**src/rtl/dmem_arbiter_if.sv**
```systemverilog
// Requester-side and memory-side signals of the two-port data-memory arbiter.
// The arbiter takes the slave view and the requesters/memory take the master view.
interface dmem_arbiter_if #(
    parameter int DBITS = 32,
    parameter int ABITS = 32
) ();
    logic             req0, req1;
    logic             we0, we1;
    logic             lock0, lock1;
    logic [ABITS-1:0] addr0, addr1;
    logic [DBITS-1:0] wdata0, wdata1;
    logic             gnt0, gnt1;
    logic             rvalid0, rvalid1;
    logic [DBITS-1:0] rdata;
    logic             stall0;
    logic             mem_en, mem_we;
    logic [ABITS-1:0] mem_addr;
    logic [DBITS-1:0] mem_wdata;
    logic [DBITS-1:0] mem_rdata;

    modport slave (
        input  req0, req1, we0, we1, lock0, lock1, addr0, addr1, wdata0, wdata1, mem_rdata,
        output gnt0, gnt1, rvalid0, rvalid1, rdata, stall0, mem_en, mem_we, mem_addr, mem_wdata
    );

    modport master (
        output req0, req1, we0, we1, lock0, lock1, addr0, addr1, wdata0, wdata1, mem_rdata,
        input  gnt0, gnt1, rvalid0, rvalid1, rdata, stall0, mem_en, mem_we, mem_addr, mem_wdata
    );
endinterface

```
**src/rtl/dmem_arbiter.sv**
```systemverilog
// Two-port data-memory arbiter: 0-cycle grant, rvalid one cycle after a read grant, capped locked bursts;
// the loser simply sees no grant (port 0 gets stall0). Define DMEM_ARB_RR_EN for round-robin idle ties.
module dmem_arbiter #(
    parameter int DBITS     = 32,
    parameter int ABITS     = 32,
    parameter int MAX_BURST = 8
) (
    input  logic            clk,
    input  logic            reset,
    dmem_arbiter_if.slave   bus
);
    localparam int CW = $clog2(MAX_BURST) + 1;
    localparam logic [CW-1:0] CAP = CW'(MAX_BURST - 1);

    typedef enum logic [1:0] {IDLE, HOLD0, HOLD1} state_t;

    state_t        state_q, state_d;
    logic [CW-1:0] cnt_q, cnt_d;
    logic          last_q, last_d;
    logic          force_q, force_d;
    logic          rvalid0_q, rvalid0_d;
    logic          rvalid1_q, rvalid1_d;
    logic          g0, g1;
    logic          pick0;
    logic          arb_free;

    // force_q marks that a burst just ended with a grant, so the other port wins the next tie
`ifdef DMEM_ARB_RR_EN
    assign pick0 = last_q;
`else
    assign pick0 = force_q ? last_q : 1'b1;
`endif

    always_comb begin
        state_d  = state_q;
        cnt_d    = cnt_q;
        last_d   = last_q;
        force_d  = force_q;
        g0       = 1'b0;
        g1       = 1'b0;
        arb_free = 1'b0;

        case (state_q)
            HOLD0: begin
                if (bus.req0) begin
                    g0     = 1'b1;
                    last_d = 1'b0;
                    if (bus.lock0 && (cnt_q < CAP)) begin
                        cnt_d = cnt_q + 1'b1;
                    end else begin
                        state_d = IDLE;
                        cnt_d   = '0;
                        force_d = 1'b1;
                    end
                end else begin
                    arb_free = 1'b1;
                end
            end
            HOLD1: begin
                if (bus.req1) begin
                    g1     = 1'b1;
                    last_d = 1'b1;
                    if (bus.lock1 && (cnt_q < CAP)) begin
                        cnt_d = cnt_q + 1'b1;
                    end else begin
                        state_d = IDLE;
                        cnt_d   = '0;
                        force_d = 1'b1;
                    end
                end else begin
                    arb_free = 1'b1;
                end
            end
            default: arb_free = 1'b1;
        endcase

        // An owner that stops requesting frees the port within the same cycle
        if (arb_free) begin
            state_d = IDLE;
            cnt_d   = '0;
            if (bus.req0 && (!bus.req1 || pick0)) begin
                g0      = 1'b1;
                last_d  = 1'b0;
                force_d = 1'b0;
                if (bus.lock0) begin
                    state_d = HOLD0;
                    cnt_d   = CW'(1);
                end
            end else if (bus.req1) begin
                g1      = 1'b1;
                last_d  = 1'b1;
                force_d = 1'b0;
                if (bus.lock1) begin
                    state_d = HOLD1;
                    cnt_d   = CW'(1);
                end
            end
        end

        rvalid0_d = g0 & ~bus.we0;
        rvalid1_d = g1 & ~bus.we1;
    end

    always_ff @(posedge clk) begin
        if (reset) begin
            state_q   <= IDLE;
            cnt_q     <= '0;
            last_q    <= 1'b1;
            force_q   <= 1'b0;
            rvalid0_q <= 1'b0;
            rvalid1_q <= 1'b0;
        end else begin
            state_q   <= state_d;
            cnt_q     <= cnt_d;
            last_q    <= last_d;
            force_q   <= force_d;
            rvalid0_q <= rvalid0_d;
            rvalid1_q <= rvalid1_d;
        end
    end

    assign bus.gnt0    = g0 & ~reset;
    assign bus.gnt1    = g1 & ~reset;
    assign bus.stall0  = bus.req0 & ~bus.gnt0;
    assign bus.rvalid0 = rvalid0_q & ~reset;
    assign bus.rvalid1 = rvalid1_q & ~reset;
    assign bus.rdata   = bus.mem_rdata;

    assign bus.mem_en    = bus.gnt0 | bus.gnt1;
    assign bus.mem_we    = bus.gnt0 ? bus.we0    : (bus.gnt1 ? bus.we1    : 1'b0);
    assign bus.mem_addr  = bus.gnt0 ? bus.addr0  : (bus.gnt1 ? bus.addr1  : '0);
    assign bus.mem_wdata = bus.gnt0 ? bus.wdata0 : (bus.gnt1 ? bus.wdata1 : '0);
endmodule

```
**src/flat_wrapper.sv**
```systemverilog
// flat-port wrapper written by rule: the top's interface ports become plain ports
module dmem_arbiter_flat 
#(
    parameter int DBITS     = 32,
    parameter int ABITS     = 32,
    parameter int MAX_BURST = 8
)
  (clk, reset, bus_req0, bus_req1, bus_we0, bus_we1, bus_lock0, bus_lock1, bus_addr0, bus_addr1, bus_wdata0, bus_wdata1, bus_mem_rdata, bus_gnt0, bus_gnt1, bus_rvalid0, bus_rvalid1, bus_rdata, bus_stall0, bus_mem_en, bus_mem_we, bus_mem_addr, bus_mem_wdata);
  dmem_arbiter_if #(.DBITS(DBITS), .ABITS(ABITS)) bus_i ();
  input  logic clk;
  input  logic reset;
  input wire logic [$bits(bus_i.req0)-1:0] bus_req0;
  input wire logic [$bits(bus_i.req1)-1:0] bus_req1;
  input wire logic [$bits(bus_i.we0)-1:0] bus_we0;
  input wire logic [$bits(bus_i.we1)-1:0] bus_we1;
  input wire logic [$bits(bus_i.lock0)-1:0] bus_lock0;
  input wire logic [$bits(bus_i.lock1)-1:0] bus_lock1;
  input wire logic [$bits(bus_i.addr0)-1:0] bus_addr0;
  input wire logic [$bits(bus_i.addr1)-1:0] bus_addr1;
  input wire logic [$bits(bus_i.wdata0)-1:0] bus_wdata0;
  input wire logic [$bits(bus_i.wdata1)-1:0] bus_wdata1;
  input wire logic [$bits(bus_i.mem_rdata)-1:0] bus_mem_rdata;
  output wire logic [$bits(bus_i.gnt0)-1:0] bus_gnt0;
  output wire logic [$bits(bus_i.gnt1)-1:0] bus_gnt1;
  output wire logic [$bits(bus_i.rvalid0)-1:0] bus_rvalid0;
  output wire logic [$bits(bus_i.rvalid1)-1:0] bus_rvalid1;
  output wire logic [$bits(bus_i.rdata)-1:0] bus_rdata;
  output wire logic [$bits(bus_i.stall0)-1:0] bus_stall0;
  output wire logic [$bits(bus_i.mem_en)-1:0] bus_mem_en;
  output wire logic [$bits(bus_i.mem_we)-1:0] bus_mem_we;
  output wire logic [$bits(bus_i.mem_addr)-1:0] bus_mem_addr;
  output wire logic [$bits(bus_i.mem_wdata)-1:0] bus_mem_wdata;
  assign bus_i.req0 = bus_req0;
  assign bus_i.req1 = bus_req1;
  assign bus_i.we0 = bus_we0;
  assign bus_i.we1 = bus_we1;
  assign bus_i.lock0 = bus_lock0;
  assign bus_i.lock1 = bus_lock1;
  assign bus_i.addr0 = bus_addr0;
  assign bus_i.addr1 = bus_addr1;
  assign bus_i.wdata0 = bus_wdata0;
  assign bus_i.wdata1 = bus_wdata1;
  assign bus_i.mem_rdata = bus_mem_rdata;
  assign bus_gnt0 = bus_i.gnt0;
  assign bus_gnt1 = bus_i.gnt1;
  assign bus_rvalid0 = bus_i.rvalid0;
  assign bus_rvalid1 = bus_i.rvalid1;
  assign bus_rdata = bus_i.rdata;
  assign bus_stall0 = bus_i.stall0;
  assign bus_mem_en = bus_i.mem_en;
  assign bus_mem_we = bus_i.mem_we;
  assign bus_mem_addr = bus_i.mem_addr;
  assign bus_mem_wdata = bus_i.mem_wdata;
  dmem_arbiter #(.DBITS(DBITS), .ABITS(ABITS), .MAX_BURST(MAX_BURST)) u_core (.clk(clk), .reset(reset), .bus(bus_i));
endmodule
```
**config.mk**
```make
export PLATFORM = sky130hd
export DESIGN_NAME = dmem_arbiter_flat
export DESIGN_NICKNAME = d
export VERILOG_FILES = /design/src/rtl/dmem_arbiter_if.sv /design/src/rtl/dmem_arbiter.sv /design/src/flat_wrapper.sv
export SDC_FILE = /design/constraint.sdc
export NUM_CORES = 1
export LEC_CHECK = 0
export CAP_MARGIN = 20
export CORE_AREA = 10 10 98 100
export DETAILED_ROUTE_END_ITERATION = 6
export DIE_AREA = 0 0 108 110
export PLACE_DENSITY = 0.84
export RECOVER_POWER = 100
export SYNTH_ARGS = -nofsm -noshare
export SYNTH_HDL_FRONTEND = slang
export SYNTH_SLANG_ARGS = --single-unit
export TNS_END_PERCENT = 10
```
**constraint.sdc**
```tcl
create_clock -name clk -period 2.6 [get_ports clk]
set_input_delay 0.65 -clock clk [delete_from_list [all_inputs] [get_ports clk]]
set_output_delay 0.65 -clock clk [all_outputs]
set_load 0.01 [all_outputs]
```
==> run metrics, run 1 <==
status=finished with violations; failing checks=setup timing; Setup CP Type=reg -> out; final wirelength=11.26 mm; final instance area=3689 sq um; Yosys top cell area share=38.49%; routed length on met3=1.179 mm; P_sw=289.3 uW; top sig layer=met5; core box area=7647 sq um; vias in the first global route=roughly 2400; leakage power=between 0.0015 and 0.002 uW; compound-cell area share of the yosys netlist=47.97%; row count=32; Reg2Reg Capture Point=u_core.cnt_q[0]; Met2 Wirelength=roughly 5.7 mm; ratio of cells with drive above 1 in the final layout=30.05%; WP data arrival=2.01 ns; max-slew violations=0; clk_skew=0.003374 ns; Worst EP required=1.95 ns; final hold vios=0; wire per inst=23.51 microns; total CTS buffers=3; Synth Instances=188; initial antenna violation count=3; RR Startpoint=u_core.state_q[0]; hold path depth=2; internal power=651.1 uW; initial drt markers=178; Setup crit start kind=flop; Post-Synth Simple-Gate Area=10.91%; Post-synth EDFFs=0; Combinational Power Share=65.9%; Slew headroom=75.55%; final worst-path cycle share=102.4%; Worst Setup End Kind=output pin; Final min period=2.662 ns; power per cell area=254.9 nW/um^2; CTS Buffer Depth=2; Area Overhead vs Synth=149.4%; RSZ-0062 raised after global routing=yes; Routed Antenna Nets=0; clock root buffer=clkbuf_8; number of distinct library cells after synthesis=36; Yosys warnings=0; top post-synthesis cells by area=a22o_1 (38%), buf_4 (16%), dfxtp_1 (14%); pin count of the biggest net entering global routing=24; sequential group share of total power=17.3%; Worst Max-Slew Pin Slew=0.3634 ns; worst r2r path cells=8; largest family of logic cells by synthesized area=compound AO/OA/AOI/OAI gates; Avg Cell Area, Syn=7.867 sq um; Overall Global Routing Usage=16.46%; top achievable clock speed=about 380 MHz; CTS tree=yes; CTS clock-pin slew for the worst setup and hold paths=0.05 ns; vias per cell=~4.8; Detail Placement HPWL=8.880 mm; sink of the worst hold path=u_core.state_q[1]; worst setup margin=-0.06201 ns; num ports=271; WL met1=4.159 mm; R2R setup slack=0.48 ns; commonest cells in the netlist=a22o_1 (65), buf_4 (32), buf_2 (13); clock sinks=10; register area=202.7 sq um; Die X-Extent=108 microns; Setup-failing EPs final=62; HP Class=reg -> reg; DRC viols=0; Initial Util=about a fifth; crit-path max FO=12; DP Area=3533 sq um; FILL cells=714; xor/xnor share of the synthesized area=1.184%; multi-input logic area=~1000 sq um; H-tree depth=1; Die H=110 microns; count leader, synth=a22o_1; post-synthesis adder-cell area fraction=2.538%; Sw Ratio=a little under a third; syn nets=359; grt ovf=0; max-cap violation count=0; part of the power in the clock network=about 17%; Yosys top cell by area=a22o_1; I/O Buffers=206; worst-skew pair later-pin latency=0.24 ns; synthesis-stage register bit count=10; die area=11880 sq um; TritonRoute pass-1 iters=4; sequential area share after synthesis=13.54%; Vias=2303; first-pass GRT wire length=15.03 mm; ys async rst share=0%; Worst Min Path Start=u_core.state_q[1]; hold slack final=0.4989 ns; routability cong.=0.9231; Netlist Area Pre-Place=around 1500 sq um; Max IR drop VDD=about 160 uV; mux contribution to synthesized area=less than 1%; layout net count=549; Post-synth top flop=dfxtp_1
[how the worst max path moves through the flow]
stage | start | endpoint | slack [ns]
2_1_floorplan | u_core.state_q[0] | bus_mem_addr[0] | 0.20
3_3_place_gp | bus_req1 | bus_mem_wdata[1] | -0.68
3_5_place_dp | bus_req1 | bus_mem_addr[27] | -0.68
4_1_cts | u_core.state_q[0] | bus_mem_addr[24] | -0.10
5_1_grt | u_core.state_q[0] | bus_mem_wdata[23] | -0.14
6_report | u_core.state_q[0] | bus_mem_addr[5] | -0.06
[sequential cells by signal, indices dropped and copies added, names as in the netlist]
name              flops
u_core.cnt_q          4
u_core.force_q        1
u_core.last_q         1
u_core.rvalid0_q      1
u_core.rvalid1_q      1
u_core.state_q        2
[layout by cell type, fill, tap and decap left out, types with 2 or more instances in the layout]
cell and count:
clkdlybuf4s50_1 134, a22o_1 65, buf_2 46, buf_6 20, buf_4 13, dfxtp_1 8
nor2_1 7, buf_12 7, a21oi_1 5, nor2b_1 4, nand2_1 4, buf_16 4
dlygate4sd2_1 4, inv_1 3, nand2b_1 3, nand3_1 3, clkbuf_8 3, clkbuf_2 3
or2_1 2, clkbuf_16 2, dfxtp_2 2
[per-stage QoR]
stage	worst slack (ns)	power [uW]	cells	TNS [ns]	util, %
2_1_floorplan	0.1968	391.9	188	0	-
3_3_place_gp	-0.6816	752.8	465	-42.06	46.20
3_5_place_dp	-0.6781	759.9	465	-41.73	46.20
4_1_cts	-0.1041	907.7	475	-1.232	45.94
5_1_grt	-0.1355	989.8	479	-6.472	48.23
6_report	-0.06201	940.3	479	-1.733	48.23
[kinds of logic after synthesis]
| family | after synthesis |
|---|---|
| multiplexers | 1 |
| buffers and inverters | 55 |
| adder cells (fa/ha/maj) | 3 |
| AO/OA/AOI/OAI | 86 |
| XOR/XNOR | 2 |
| flip-flops | 10 |
| AND/OR/NAND/NOR | 31 |
[per-layer routing]
metal  track usage (%)  up-vias
li1                  -     1068
met1             17.83     1054
met2             28.58      145
met3             7.371       34
met4             4.485        2
met5                 0        -
[power groups by stage]
stage / Combinational (uW) / Sequential, uW / Clock, uW
final: 619 / 163 / 158
after global routing: 656 / 163 / 171
after global placement: 589 / 164 / 0
after floorplan: 228 / 164 / 0
after CTS: 584 / 162 / 162
after detailed placement: 595 / 165 / 0
[layout make-up]
class / instances / share of cell area, %
diodes: 1 / 0.06784
clock buffers: 3 / 1.119
inverters: 5 / 0.5767
multi-input cells: 123 / 27.75
flip-flops and latches: 10 / 5.495
well taps: 102 / 3.460
repair buffers: 235 / 61.53
[critical path, cell delays in order, from the launching register on]
cell and delay, ns:
dfxtp_2 0.33, inv_2 0.04, ha_4 0.27, nor2_4 0.13, o2bb2ai_4 0.09, o21ai_4 0.18
inv_4 0.11, buf_12 0.14, buf_12 0.13, a22o_1 0.22, buf_2 0.14
[repair_timing]
item / 4_1_cts / 5_1_grt
gates cloned: 5 / 2
resized for setup: 282 / 35
pin swaps: 4 / 11
setup buffers: 2 / 2
hold buffers: 0 / 0
endpoints found under the setup margin: 71 / 69
endpoints found under the hold margin: 0 / 0
Note: power is estimated with default switching activity, not from simulation.
==> inputs of run 2 (changes only) <==
--- a/config.mk
+++ b/config.mk
@@ -9,6 +9,7 @@
 export CORE_AREA = 10 10 98 100
 export DETAILED_ROUTE_END_ITERATION = 6
 export DIE_AREA = 0 0 108 110
+export GPL_ROUTABILITY_DRIVEN = 0
 export PLACE_DENSITY = 0.84
 export RECOVER_POWER = 100
 export SYNTH_ARGS = -nofsm -noshare
==> results of run 2 <==
Final layout, timing and power as in run 1 (identical DEF).
==> inputs of run 3 (changes only) <==
--- a/config.mk
+++ b/config.mk
@@ -10,6 +10,7 @@
 export DETAILED_ROUTE_END_ITERATION = 6
 export DIE_AREA = 0 0 108 110
 export GPL_ROUTABILITY_DRIVEN = 0
+export GPL_TIMING_DRIVEN = 0
 export PLACE_DENSITY = 0.84
 export RECOVER_POWER = 100
 export SYNTH_ARGS = -nofsm -noshare
==> run 3 against run 2 <==
Against the previous run: the run still ends with setup timing left; non-clock buffer count is 62 higher; first-iteration DRC count fell by 24%; clock power is 27% higher; critical endpoint is now bus_mem_wdata[20].
==> run metrics, run 3 (synthesis results as in run 1) <==
status=finished with violations; failing checks=setup timing; Detail Placement HPWL=roughly 10 mm; final instance area=a little over 4000 sq um; CTS clock-pin slew for the worst setup and hold paths=around 0.05 ns; R2R setup slack=~0.64 ns; initial antenna violation count=1; final worst-path cycle share=102.1%; max-slew violations=0; wire per inst=22.28 microns; die area=11880 sq um; dpl cells=roughly 530; Sw Ratio=30.57%; sequential group share of total power=15.5%; clock sinks=10; commonest non-fill, non-tap cell in the layout=clkdlybuf4s50_1; total CTS buffers=3; HP Class=reg -> reg; grt ovf=0; row count=32; Combinational Power Share=65.2%; initial drt markers=135; ratio of cells with drive above 1 in the final layout=32.80%; H-tree depth=1; part of the power in the clock network=19.3%; CP bufs+invs=6; max reg flops=4; WP data arrival=approximately 2.0 ns; total power=1042 uW; vias per cell=4.601; Die X-Extent=between 100 and 150 microns; hold path depth=2; first-pass GRT wire length=16.24 mm; layout net count=611; max-cap violation count=0; num ports=271; P_sw=318.6 uW; power per cell area=255.0 nW/um^2; FILL cells=720; CTS tree=yes; RR Startpoint=u_core.state_q[0]; fin cells=542; clk_skew=0.004726 ns; final hold vios=0; top achievable clock speed=376.7 MHz; DRC viols=0; vias in the first global route=around 2700; Die H=110 microns; Initial Util=19.34%; DP Area=between 3000 and 4000 sq um; Max IR drop VDD=108.3 uV; CP max stage delay=0.33 ns; Reg2Reg Capture Point=u_core.cnt_q[0]; worst setup margin=-0.05480 ns; top cell family by delay on the critical path=buffers and inverters; Largest Register=u_core.cnt_q; clock root buffer=clkbuf_8; Regs by FF count=u_core.cnt_q: 4 flops, u_core.state_q: 2 flops; Routed Antenna Nets=0; final wirelength=around 12 mm; Setup-failing EPs final=41; CTS Buffer Depth=2; Vias=approximately 2500; Slew headroom=between 70% and 80%; Area Overhead vs Synth=176.4%; Worst Max-Slew Pin Slew=0.3816 ns; sink of the worst hold path=u_core.state_q[1]; core box area=7647 sq um; worst r2r path cells=7; crit path max-delay cell type=dfxtp_2; Overall Global Routing Usage=~18%; Worst Setup End Kind=output pin; most frequent cells in the layout=clkdlybuf4s50_1 (166), a22o_1 (65), buf_4 (45); Setup CP Type=reg -> out; Worst EP required=around 2 ns; Util after Layout=53.45%; I/O Buffers=approximately 240; cell mode on critical path=buf_8; pre-CTS WS=-1.042 ns; Final min period=2.655 ns; internal power=723.6 uW; Setup crit start kind=flop; Worst Min Path Start=u_core.state_q[1]; leakage power=0.001818 uW; worst-skew pair later-pin latency=between 0.2 and 0.25 ns; TritonRoute pass-1 iters=4; worst path cell trace=inv_2, ha_4, buf_8, o31ai_4, a21oi_2, buf_6, buf_12, buf_8, a22o_1, buf_2; RSZ-0062 raised after global routing=yes; pin count of the biggest net entering global routing=11; crit-path max FO=8
-- run 3: cell count changes in the layout (fill, tap and decap cells not counted), sizes merged --
cell / change
clkdlybuf4s50: +32
buf: +16
clkbuf: +8
clkdlybuf4s15: +6
dlygate4sd2: +1
-- run 3: timing repair --
action | CTS | global route
buffers inserted | 8 | 0
pin swaps | 4 | 2
resized for setup | 295 | 31
hold buffers | 0 | 0
cloned | 4 | 0
endpoints found under the setup margin | 69 | 65
-- run 3: stage by stage --
step	setup TNS, ns	hold WS, ns
floorplan	0	0.4530
global placement	-63.46	0.4641
detailed placement	-65.07	0.4732
CTS	-0.5039	0.4876
global route	-4.507	0.5094
finish	-1.135	0.4931
-- run 3: layer usage --
layer,part of all wire [%],wire (microns),GRT usage (%),vias to the layer above
met5,0,0,0,-
met2,52,6310,32.24,163
met1,35,4284,18.55,1128
met4,1.0,125,2.958,0
li1,-,-,-,1192
met3,11,1354,7.661,11
-- run 3: area by class of cell --
class | instances | area [sq um] | share of cell area [%]
tap | 102 | 127.6 | 3.122
sequential | 10 | 202.7 | 4.959
inverter | 5 | 18.77 | 0.4591
antenna | 1 | 2.502 | 0.06122
multi-input combinational | 123 | 1007 | 24.64
clock buffer | 4 | 55.05 | 1.347
buffer | 49 | 417.9 | 10.22
timing repair buffer | 248 | 2256 | 55.19
-- run 3: tightest hold or removal path, cell delays in order, from the launching register on --
cell	delay, ns
dfxtp_2	0.34
nand2_1	0.06
a21oi_1	0.06
-- run 3: worst max-delay path by stage --
stage,to,cells after the start,startpoint
2_1_floorplan,bus_mem_addr[0],8,u_core.state_q[0]
6_report,bus_mem_wdata[20],10,u_core.state_q[0]
3_5_place_dp,bus_mem_addr[11],8,bus_req1
3_3_place_gp,bus_mem_addr[11],8,bus_req1
5_1_grt,bus_mem_addr[21],10,u_core.state_q[0]
4_1_cts,bus_mem_addr[21],10,u_core.state_q[0]
-- run 3: power by group through the flow --
| stage | Combinational, uW | Sequential [uW] | Clock, uW |
|---|---|---|---|
| 2_1_floorplan | 228 | 164 | 0 |
| 3_3_place_gp | 669 | 164 | 0 |
| 3_5_place_dp | 678 | 165 | 0 |
| 4_1_cts | 678 | 162 | 204 |
| 5_1_grt | 719 | 163 | 211 |
| 6_report | 679 | 162 | 201 |
